`config.mk`:
```
export PLATFORM = sky130hd
export DESIGN_NAME = alu_job_arbiter_flat
export DESIGN_NICKNAME = d
export VERILOG_FILES = /design/src/rtl/alu_job_arbiter_if.sv /design/src/rtl/alu_job_arbiter.sv /design/src/flat_wrapper.sv
export SDC_FILE = /design/constraint.sdc
export NUM_CORES = 1
export LEC_CHECK = 0
export BUFFER_PORTS_ARGS = -buffer_cell sky130_fd_sc_hd__buf_2
export CORE_UTILIZATION = 55
export DETAILED_ROUTE_END_ITERATION = 8
export PLACE_DENSITY = 0.91
export SETUP_SLACK_MARGIN = 0.2
export SLEW_MARGIN = 20
export SYNTH_ARGS = -nofsm -noshare
export SYNTH_HDL_FRONTEND = slang
export SYNTH_SLANG_ARGS = --single-unit
```
`constraint.sdc`:
```
create_clock -name clk -period 5.1 [get_ports clk]
set_input_delay 0.51 -clock clk [delete_from_list [all_inputs] [get_ports clk]]
set_output_delay 0.51 -clock clk [all_outputs]
set_load 0.01 [all_outputs]
```
`src/rtl/alu_job_arbiter_if.sv`:
```
`default_nettype none
// ============================================================================
//  Module   : alu_job_arbiter_if
//  Purpose  : Job request / response and ALU-core signal bundle for the
//             two-requester ALU job arbiter.
//  Revision : 1.0
// ============================================================================
interface alu_job_arbiter_if #(
    parameter int WIDTH = 8
);
    logic [1:0]            req_valid;
    logic [1:0]            req_ready;
    logic [1:0][1:0]       req_op;
    logic [1:0][WIDTH-1:0] req_a;
    logic [1:0][WIDTH-1:0] req_q;
    logic [1:0][WIDTH-1:0] req_m;

    logic                  resp_valid;
    logic                  resp_ready;
    logic                  resp_id;
    logic [WIDTH-1:0]      resp_hi;
    logic [WIDTH-1:0]      resp_lo;
    logic                  resp_err;

    logic                  alu_begin;
    logic [1:0]            alu_op;
    logic                  alu_rst_n;
    logic [WIDTH-1:0]      alu_inbus;
    logic                  alu_loadA;
    logic                  alu_loadQ;
    logic                  alu_loadM;
    logic                  alu_pushA;
    logic                  alu_pushQ;
    logic [WIDTH-1:0]      alu_outbus;
    logic                  alu_end;

    // Arbiter side
    modport slave (
        input  req_valid, req_op, req_a, req_q, req_m,
        output req_ready,
        output resp_valid, resp_id, resp_hi, resp_lo, resp_err,
        input  resp_ready,
        output alu_begin, alu_op, alu_rst_n, alu_inbus,
        input  alu_loadA, alu_loadQ, alu_loadM, alu_pushA, alu_pushQ,
        input  alu_outbus, alu_end
    );

    // Requesters, response consumer and ALU core side
    modport master (
        output req_valid, req_op, req_a, req_q, req_m,
        input  req_ready,
        input  resp_valid, resp_id, resp_hi, resp_lo, resp_err,
        output resp_ready,
        input  alu_begin, alu_op, alu_rst_n, alu_inbus,
        output alu_loadA, alu_loadQ, alu_loadM, alu_pushA, alu_pushQ,
        output alu_outbus, alu_end
    );
endinterface
`default_nettype wire

```
`src/rtl/alu_job_arbiter.sv`:
```
`default_nettype none
// ============================================================================
//  Module   : alu_job_arbiter
//  Purpose  : Round-robin sequencer sharing one ALU core between two
//             requesters, with operand steering, result capture and watchdog.
//  Revision : 1.0
// ============================================================================
module alu_job_arbiter #(
    parameter int WIDTH   = 8,
    parameter int TIMEOUT = 255
) (
    input  wire logic         clk,
    input  wire logic         reset,
    alu_job_arbiter_if.slave  bus
);

    typedef enum logic [2:0] {
        ST_IDLE   = 3'd0,
        ST_START  = 3'd1,
        ST_RUN    = 3'd2,
        ST_ABORT0 = 3'd3,
        ST_ABORT1 = 3'd4,
        ST_RESP   = 3'd5
    } state_t;

    // RUN lasts at most TIMEOUT cycles; the last legal count is TIMEOUT-1
    localparam logic [15:0] c_cnt_last = 16'(TIMEOUT - 1);

    state_t           r_state;
    state_t           w_state_next;

    logic             r_last_grant;
    logic             r_id;
    logic [1:0]       r_op;
    logic [WIDTH-1:0] r_a;
    logic [WIDTH-1:0] r_q;
    logic [WIDTH-1:0] r_m;
    logic [WIDTH-1:0] r_hi;
    logic [WIDTH-1:0] r_lo;
    logic             r_err;
    logic [15:0]      r_cnt;

    logic             w_grant_valid;
    logic             w_grant_idx;
    logic [1:0]       w_req_ready;
    logic [WIDTH-1:0] w_inbus;
    logic             w_cnt_expired;

    assign w_cnt_expired = (r_cnt == c_cnt_last);

    // Grant selection: a lone requester wins; on contention the one not
    // served last time wins.
    always_comb begin
        w_grant_valid = 1'b0;
        w_grant_idx   = 1'b0;
        if (r_state == ST_IDLE) begin
            case (bus.req_valid)
                2'b01: begin
                    w_grant_valid = 1'b1;
                    w_grant_idx   = 1'b0;
                end
                2'b10: begin
                    w_grant_valid = 1'b1;
                    w_grant_idx   = 1'b1;
                end
                2'b11: begin
                    w_grant_valid = 1'b1;
                    w_grant_idx   = ~r_last_grant;
                end
                default: begin
                    w_grant_valid = 1'b0;
                    w_grant_idx   = 1'b0;
                end
            endcase
        end
    end

    always_comb begin
        w_req_ready = 2'b00;
        if (w_grant_valid) begin
            w_req_ready[w_grant_idx] = 1'b1;
        end
    end

    // Operand steering only while the core is running a job
    always_comb begin
        w_inbus = '0;
        if (r_state == ST_RUN) begin
            if (bus.alu_loadA) begin
                w_inbus = r_a;
            end else if (bus.alu_loadQ) begin
                w_inbus = r_q;
            end else if (bus.alu_loadM) begin
                w_inbus = r_m;
            end
        end
    end

    always_comb begin
        w_state_next = r_state;
        case (r_state)
            ST_IDLE: begin
                if (w_grant_valid) begin
                    w_state_next = ST_START;
                end
            end
            ST_START: begin
                w_state_next = ST_RUN;
            end
            ST_RUN: begin
                if (bus.alu_end) begin
                    w_state_next = ST_RESP;
                end else if (w_cnt_expired) begin
                    w_state_next = ST_ABORT0;
                end
            end
            ST_ABORT0: begin
                w_state_next = ST_ABORT1;
            end
            ST_ABORT1: begin
                w_state_next = ST_RESP;
            end
            ST_RESP: begin
                if (bus.resp_ready) begin
                    w_state_next = ST_IDLE;
                end
            end
            default: begin
                w_state_next = ST_IDLE;
            end
        endcase
    end

    always_ff @(posedge clk or posedge reset) begin
        if (reset) begin
            r_state <= ST_IDLE;
        end else begin
            r_state <= w_state_next;
        end
    end

    always_ff @(posedge clk or posedge reset) begin
        if (reset) begin
            r_last_grant <= 1'b1;
            r_id         <= 1'b0;
            r_op         <= 2'b00;
            r_a          <= '0;
            r_q          <= '0;
            r_m          <= '0;
            r_hi         <= '0;
            r_lo         <= '0;
            r_err        <= 1'b0;
            r_cnt        <= '0;
        end else begin
            case (r_state)
                ST_IDLE: begin
                    if (w_grant_valid) begin
                        r_last_grant <= w_grant_idx;
                        r_id         <= w_grant_idx;
                        r_op         <= bus.req_op[w_grant_idx];
                        r_a          <= bus.req_a[w_grant_idx];
                        r_q          <= bus.req_q[w_grant_idx];
                        r_m          <= bus.req_m[w_grant_idx];
                    end
                end
                ST_START: begin
                    r_cnt <= '0;
                    r_hi  <= '0;
                    r_lo  <= '0;
                    r_err <= 1'b0;
                end
                ST_RUN: begin
                    r_cnt <= r_cnt + 16'd1;
                    // Pushes are captured even in the END cycle
                    if (bus.alu_pushA) begin
                        r_hi <= bus.alu_outbus;
                    end
                    if (bus.alu_pushQ) begin
                        r_lo <= bus.alu_outbus;
                    end
                    if (bus.alu_end) begin
                        r_err <= 1'b0;
                    end
                end
                ST_ABORT0, ST_ABORT1: begin
                    r_hi  <= '0;
                    r_lo  <= '0;
                    r_err <= 1'b1;
                end
                default: begin
                end
            endcase
        end
    end

    assign bus.req_ready  = w_req_ready;
    assign bus.resp_valid = (r_state == ST_RESP);
    assign bus.resp_id    = r_id;
    assign bus.resp_hi    = r_hi;
    assign bus.resp_lo    = r_lo;
    assign bus.resp_err   = r_err;
    assign bus.alu_begin  = (r_state == ST_START);
    assign bus.alu_op     = r_op;
    assign bus.alu_rst_n  = !((r_state == ST_ABORT0) || (r_state == ST_ABORT1));
    assign bus.alu_inbus  = w_inbus;

endmodule
`default_nettype wire

```
`src/flat_wrapper.sv`:
```
// flat-port wrapper written by rule: the top's interface ports become plain ports
module alu_job_arbiter_flat 
#(
    parameter int WIDTH   = 8,
    parameter int TIMEOUT = 255
)
  (clk, reset, bus_req_valid, bus_req_op, bus_req_a, bus_req_q, bus_req_m, bus_req_ready, bus_resp_valid, bus_resp_id, bus_resp_hi, bus_resp_lo, bus_resp_err, bus_resp_ready, bus_alu_begin, bus_alu_op, bus_alu_rst_n, bus_alu_inbus, bus_alu_loadA, bus_alu_loadQ, bus_alu_loadM, bus_alu_pushA, bus_alu_pushQ, bus_alu_outbus, bus_alu_end);
  alu_job_arbiter_if #(.WIDTH(WIDTH)) bus_i ();
  input  wire logic clk;
  input  wire logic reset;
  input wire logic [$bits(bus_i.req_valid)-1:0] bus_req_valid;
  input wire logic [$bits(bus_i.req_op)-1:0] bus_req_op;
  input wire logic [$bits(bus_i.req_a)-1:0] bus_req_a;
  input wire logic [$bits(bus_i.req_q)-1:0] bus_req_q;
  input wire logic [$bits(bus_i.req_m)-1:0] bus_req_m;
  output wire logic [$bits(bus_i.req_ready)-1:0] bus_req_ready;
  output wire logic [$bits(bus_i.resp_valid)-1:0] bus_resp_valid;
  output wire logic [$bits(bus_i.resp_id)-1:0] bus_resp_id;
  output wire logic [$bits(bus_i.resp_hi)-1:0] bus_resp_hi;
  output wire logic [$bits(bus_i.resp_lo)-1:0] bus_resp_lo;
  output wire logic [$bits(bus_i.resp_err)-1:0] bus_resp_err;
  input wire logic [$bits(bus_i.resp_ready)-1:0] bus_resp_ready;
  output wire logic [$bits(bus_i.alu_begin)-1:0] bus_alu_begin;
  output wire logic [$bits(bus_i.alu_op)-1:0] bus_alu_op;
  output wire logic [$bits(bus_i.alu_rst_n)-1:0] bus_alu_rst_n;
  output wire logic [$bits(bus_i.alu_inbus)-1:0] bus_alu_inbus;
  input wire logic [$bits(bus_i.alu_loadA)-1:0] bus_alu_loadA;
  input wire logic [$bits(bus_i.alu_loadQ)-1:0] bus_alu_loadQ;
  input wire logic [$bits(bus_i.alu_loadM)-1:0] bus_alu_loadM;
  input wire logic [$bits(bus_i.alu_pushA)-1:0] bus_alu_pushA;
  input wire logic [$bits(bus_i.alu_pushQ)-1:0] bus_alu_pushQ;
  input wire logic [$bits(bus_i.alu_outbus)-1:0] bus_alu_outbus;
  input wire logic [$bits(bus_i.alu_end)-1:0] bus_alu_end;
  assign bus_i.req_valid = bus_req_valid;
  assign bus_i.req_op = bus_req_op;
  assign bus_i.req_a = bus_req_a;
  assign bus_i.req_q = bus_req_q;
  assign bus_i.req_m = bus_req_m;
  assign bus_req_ready = bus_i.req_ready;
  assign bus_resp_valid = bus_i.resp_valid;
  assign bus_resp_id = bus_i.resp_id;
  assign bus_resp_hi = bus_i.resp_hi;
  assign bus_resp_lo = bus_i.resp_lo;
  assign bus_resp_err = bus_i.resp_err;
  assign bus_i.resp_ready = bus_resp_ready;
  assign bus_alu_begin = bus_i.alu_begin;
  assign bus_alu_op = bus_i.alu_op;
  assign bus_alu_rst_n = bus_i.alu_rst_n;
  assign bus_alu_inbus = bus_i.alu_inbus;
  assign bus_i.alu_loadA = bus_alu_loadA;
  assign bus_i.alu_loadQ = bus_alu_loadQ;
  assign bus_i.alu_loadM = bus_alu_loadM;
  assign bus_i.alu_pushA = bus_alu_pushA;
  assign bus_i.alu_pushQ = bus_alu_pushQ;
  assign bus_i.alu_outbus = bus_alu_outbus;
  assign bus_i.alu_end = bus_alu_end;
  alu_job_arbiter #(.WIDTH(WIDTH), .TIMEOUT(TIMEOUT)) u_core (.clk(clk), .reset(reset), .bus(bus_i));
endmodule
```
==> qor.txt <==
crit-path cells - nor3_1 -> o21ai_4 -> nor2_2 -> buf_2
clk_lat worst skew - 0.34 ns
Syn-to-layout area delta - 21.6%
crit path kind - reg2out
CTS tree - built
flops & latches, synth - 64
outcome - completed
Crit Path Max Fanout - 29
Post-Synthesis Cells - 354
final core occ - 70.8%
Port-buffer cells - 103
R2R Path Start - u_core.r_state[2]
reg2reg path depth - 4
synth top area cells - dfrtp_1 48%, a22o_1 7.2%, a21o_1 6.7%, nand2_1 6.4%, a21oi_1 6.1%
global-route wire length before repair - 13.7 mm
share of layout cells above drive strength 1 - 28.4%
Layout Cells excl Fill - 522
hold buffers post-CTS - 0
pwr dens - 517 mW/mm^2
post-CTS resize count - 0
slew at the pin with the worst max-slew slack - 1.04 ns
Setup WS post-layout - 1.84 ns
Overflow after GRT - 0
Die X - 79.0 microns
Worst Setup SP - u_core.r_state[2]
Max Cap Viol - 0
vias - 3094
Reg2Reg Setup Slack - 2.67 ns
post-synth top area cell - dfrtp_1
setup TNS - 0 ns
# clock sinks - 64
CP endpoint - bus_req_ready[0]
commonest non-fill, non-tap cell in the layout - buf_2
initial antenna violation count - 0
die area - 0.00624 sq mm
Wirelength per Cell - 15.7 microns
Yosys top cell area share - 48.3%
worst hold path type - in2reg
DP Cell Count - 507
Die H - 79.0 microns
row count - 27
Rel. slew slack - 30.7%
dpl hpwl - 5.71 mm
ys flop type - dfrtp_1
Worst EP required - 4.59 ns
vias in the first global route - 2841
Final min period - 3.26 ns
Ys Warns - 0
GP Congestion - 0.842
Post-Place Setup Slack - 2.16 ns
RSZ-0062 raised after global routing - false
crit end category - output port
final wirelength - 8.17 mm
WHS Path Cells - 2
static leakage - 2.05 nW
Max rail drop VDD - 0.360 mV
Worst Path Arrival - 2.75 ns
Post-CTS Setup Inserts - 0
Pre-antenna DRT Iters - 5
Seq/Total Area, Yosys - 49.1%
CP Launch Type - flip-flop
CTS Buf Count - 9
EDFF count, synth - 0
core area - 0.00561 sq mm
PnR Total Power - 2.05 mW
Worst Skew - 0.00824 ns
# diodes - 0
Initial Util - 58.2%
Synth Net Count - 427
Max clock buf depth - 2
CP max stage delay - 0.86 ns
asr flop ratio synth - 100%
vias per cell - 5.93
drt drc - 0
io pins - 104
capturing point of the worst reg2reg path - u_core.r_q[2]
Synth Cell Area - 0.00326 sq mm
initial drt markers - 356
ANT nets after route - 0
H-tree depth - 3
commonest cells after routing, fill and taps aside - 103 x buf_2, 63 x dfrtp_1, 56 x nand2_1
final net count - 519
Max Clk Rate - 0.307 GHz
Max Slew Vio Count - 0
final worst-path cycle share - 63.9%
Clock Pin Slew Worst Setup and Hold Paths - 0.07 ns
Tot GR Track Use - 28.6%
largest net degree at the start of global routing - 65
root buffer cell - clkbuf_8
final setup vio count - 0
syn_area_per_cell - 9.22 sq um
Distinct cells, synth - 43
slowest CP cell - nor2_2
final hold vios - 0
## synth_stat cells (all sizes together), types with 2 or more instances
cell / count
nor2: 20
clkbuf: 10
o41ai: 2
dfrtp: 63
and2: 5
buf: 15
and4: 2
o21ai: 15
a22o: 27
o22ai: 2
and3: 2
nand2: 56
a31oi: 3
nand2b: 3
or4: 2
a21o: 29
nand3: 10
inv: 4
nor2b: 4
nand4: 6
o31ai: 2
nand3b: 8
nor3: 5
nor4: 3
a21oi: 40
ha: 2
nor3b: 2
## layout make-up
type                    count  area, sq um
flip-flops and latches     64         1600
fillers                   449         1640
clock buffers              12          155
well taps                  72         90.1
clock inverters             3         17.5
inverters                   4         15.0
repair buffers            106          538
multi-input cells         261         1550
## worst max-delay path, delay by kind of cell, from the launching register on
family | cells | cell delay (ns)
compound gates | 1 | 0.31
buf+inv | 1 | 0.28
flops | 1 | 0.56
simple gates | 2 | 1.26
## where the power goes
| group | internal (mW) | switching (mW) | total [mW] |
|---|---|---|---|
| clock network | 0.199 | 0.189 | 0.387 |
| registers | 0.683 | 0.138 | 0.820 |
| logic | 0.379 | 0.466 | 0.845 |
## metal layers
| layer | track usage (%) | vias to the layer above | routed length (microns) |
|---|---|---|---|
| met5 | 0 | - | 0 |
| met4 | 12.2 | 0 | 134 |
| met3 | 5.06 | 12 | 584 |
| met2 | 45.6 | 166 | 3960 |
| met1 | 38.5 | 1451 | 3490 |
| li1 | - | 1465 | - |
## metrics by stage
stage / hold slack (ns) / area, sq um
6_report: 0.361 / 3970
4_1_cts: 0.351 / 3960
5_1_grt: 0.357 / 3970
2_1_floorplan: 0.494 / 3260
3_5_place_dp: 0.482 / 3780
3_3_place_gp: 0.466 / 3780
## registers in the layout (all words and copies together) (netlist names)
name                 count
u_core.r_m               8
u_core.r_state           3
u_core.r_q               8
u_core.bus.resp_id       1
u_core.r_cnt            16
u_core.r_a               8
u_core.bus.resp_hi       8
u_core.bus.resp_err      1
u_core.bus.resp_lo       8
u_core.r_last_grant      1
u_core.bus.alu_op        2
## cell families after synthesis
group / count (synthesis) / share of synthesized area (%)
compound gates: 126 / 26.0
xor+xnor: 1 / 0.268
fa+ha+maj: 2 / 0.767
buf+inv: 29 / 3.83
flops: 64 / 49.1
mux: 1 / 0.307
simple gates: 131 / 19.7
## worst min path at each step
stage / from / to / slack, ns
finish: bus_req_q[4] / u_core.r_q[4] / 0.36
global route: bus_req_op[0] / u_core.bus.alu_op[0] / 0.36
CTS: bus_req_q[4] / u_core.r_q[4] / 0.35
detailed placement: u_core.bus.resp_id / u_core.bus.resp_id / 0.48
global placement: u_core.bus.resp_id / u_core.bus.resp_id / 0.47
floorplan: u_core.r_last_grant / u_core.r_last_grant / 0.49
Power figures use the tool's default switching activity.
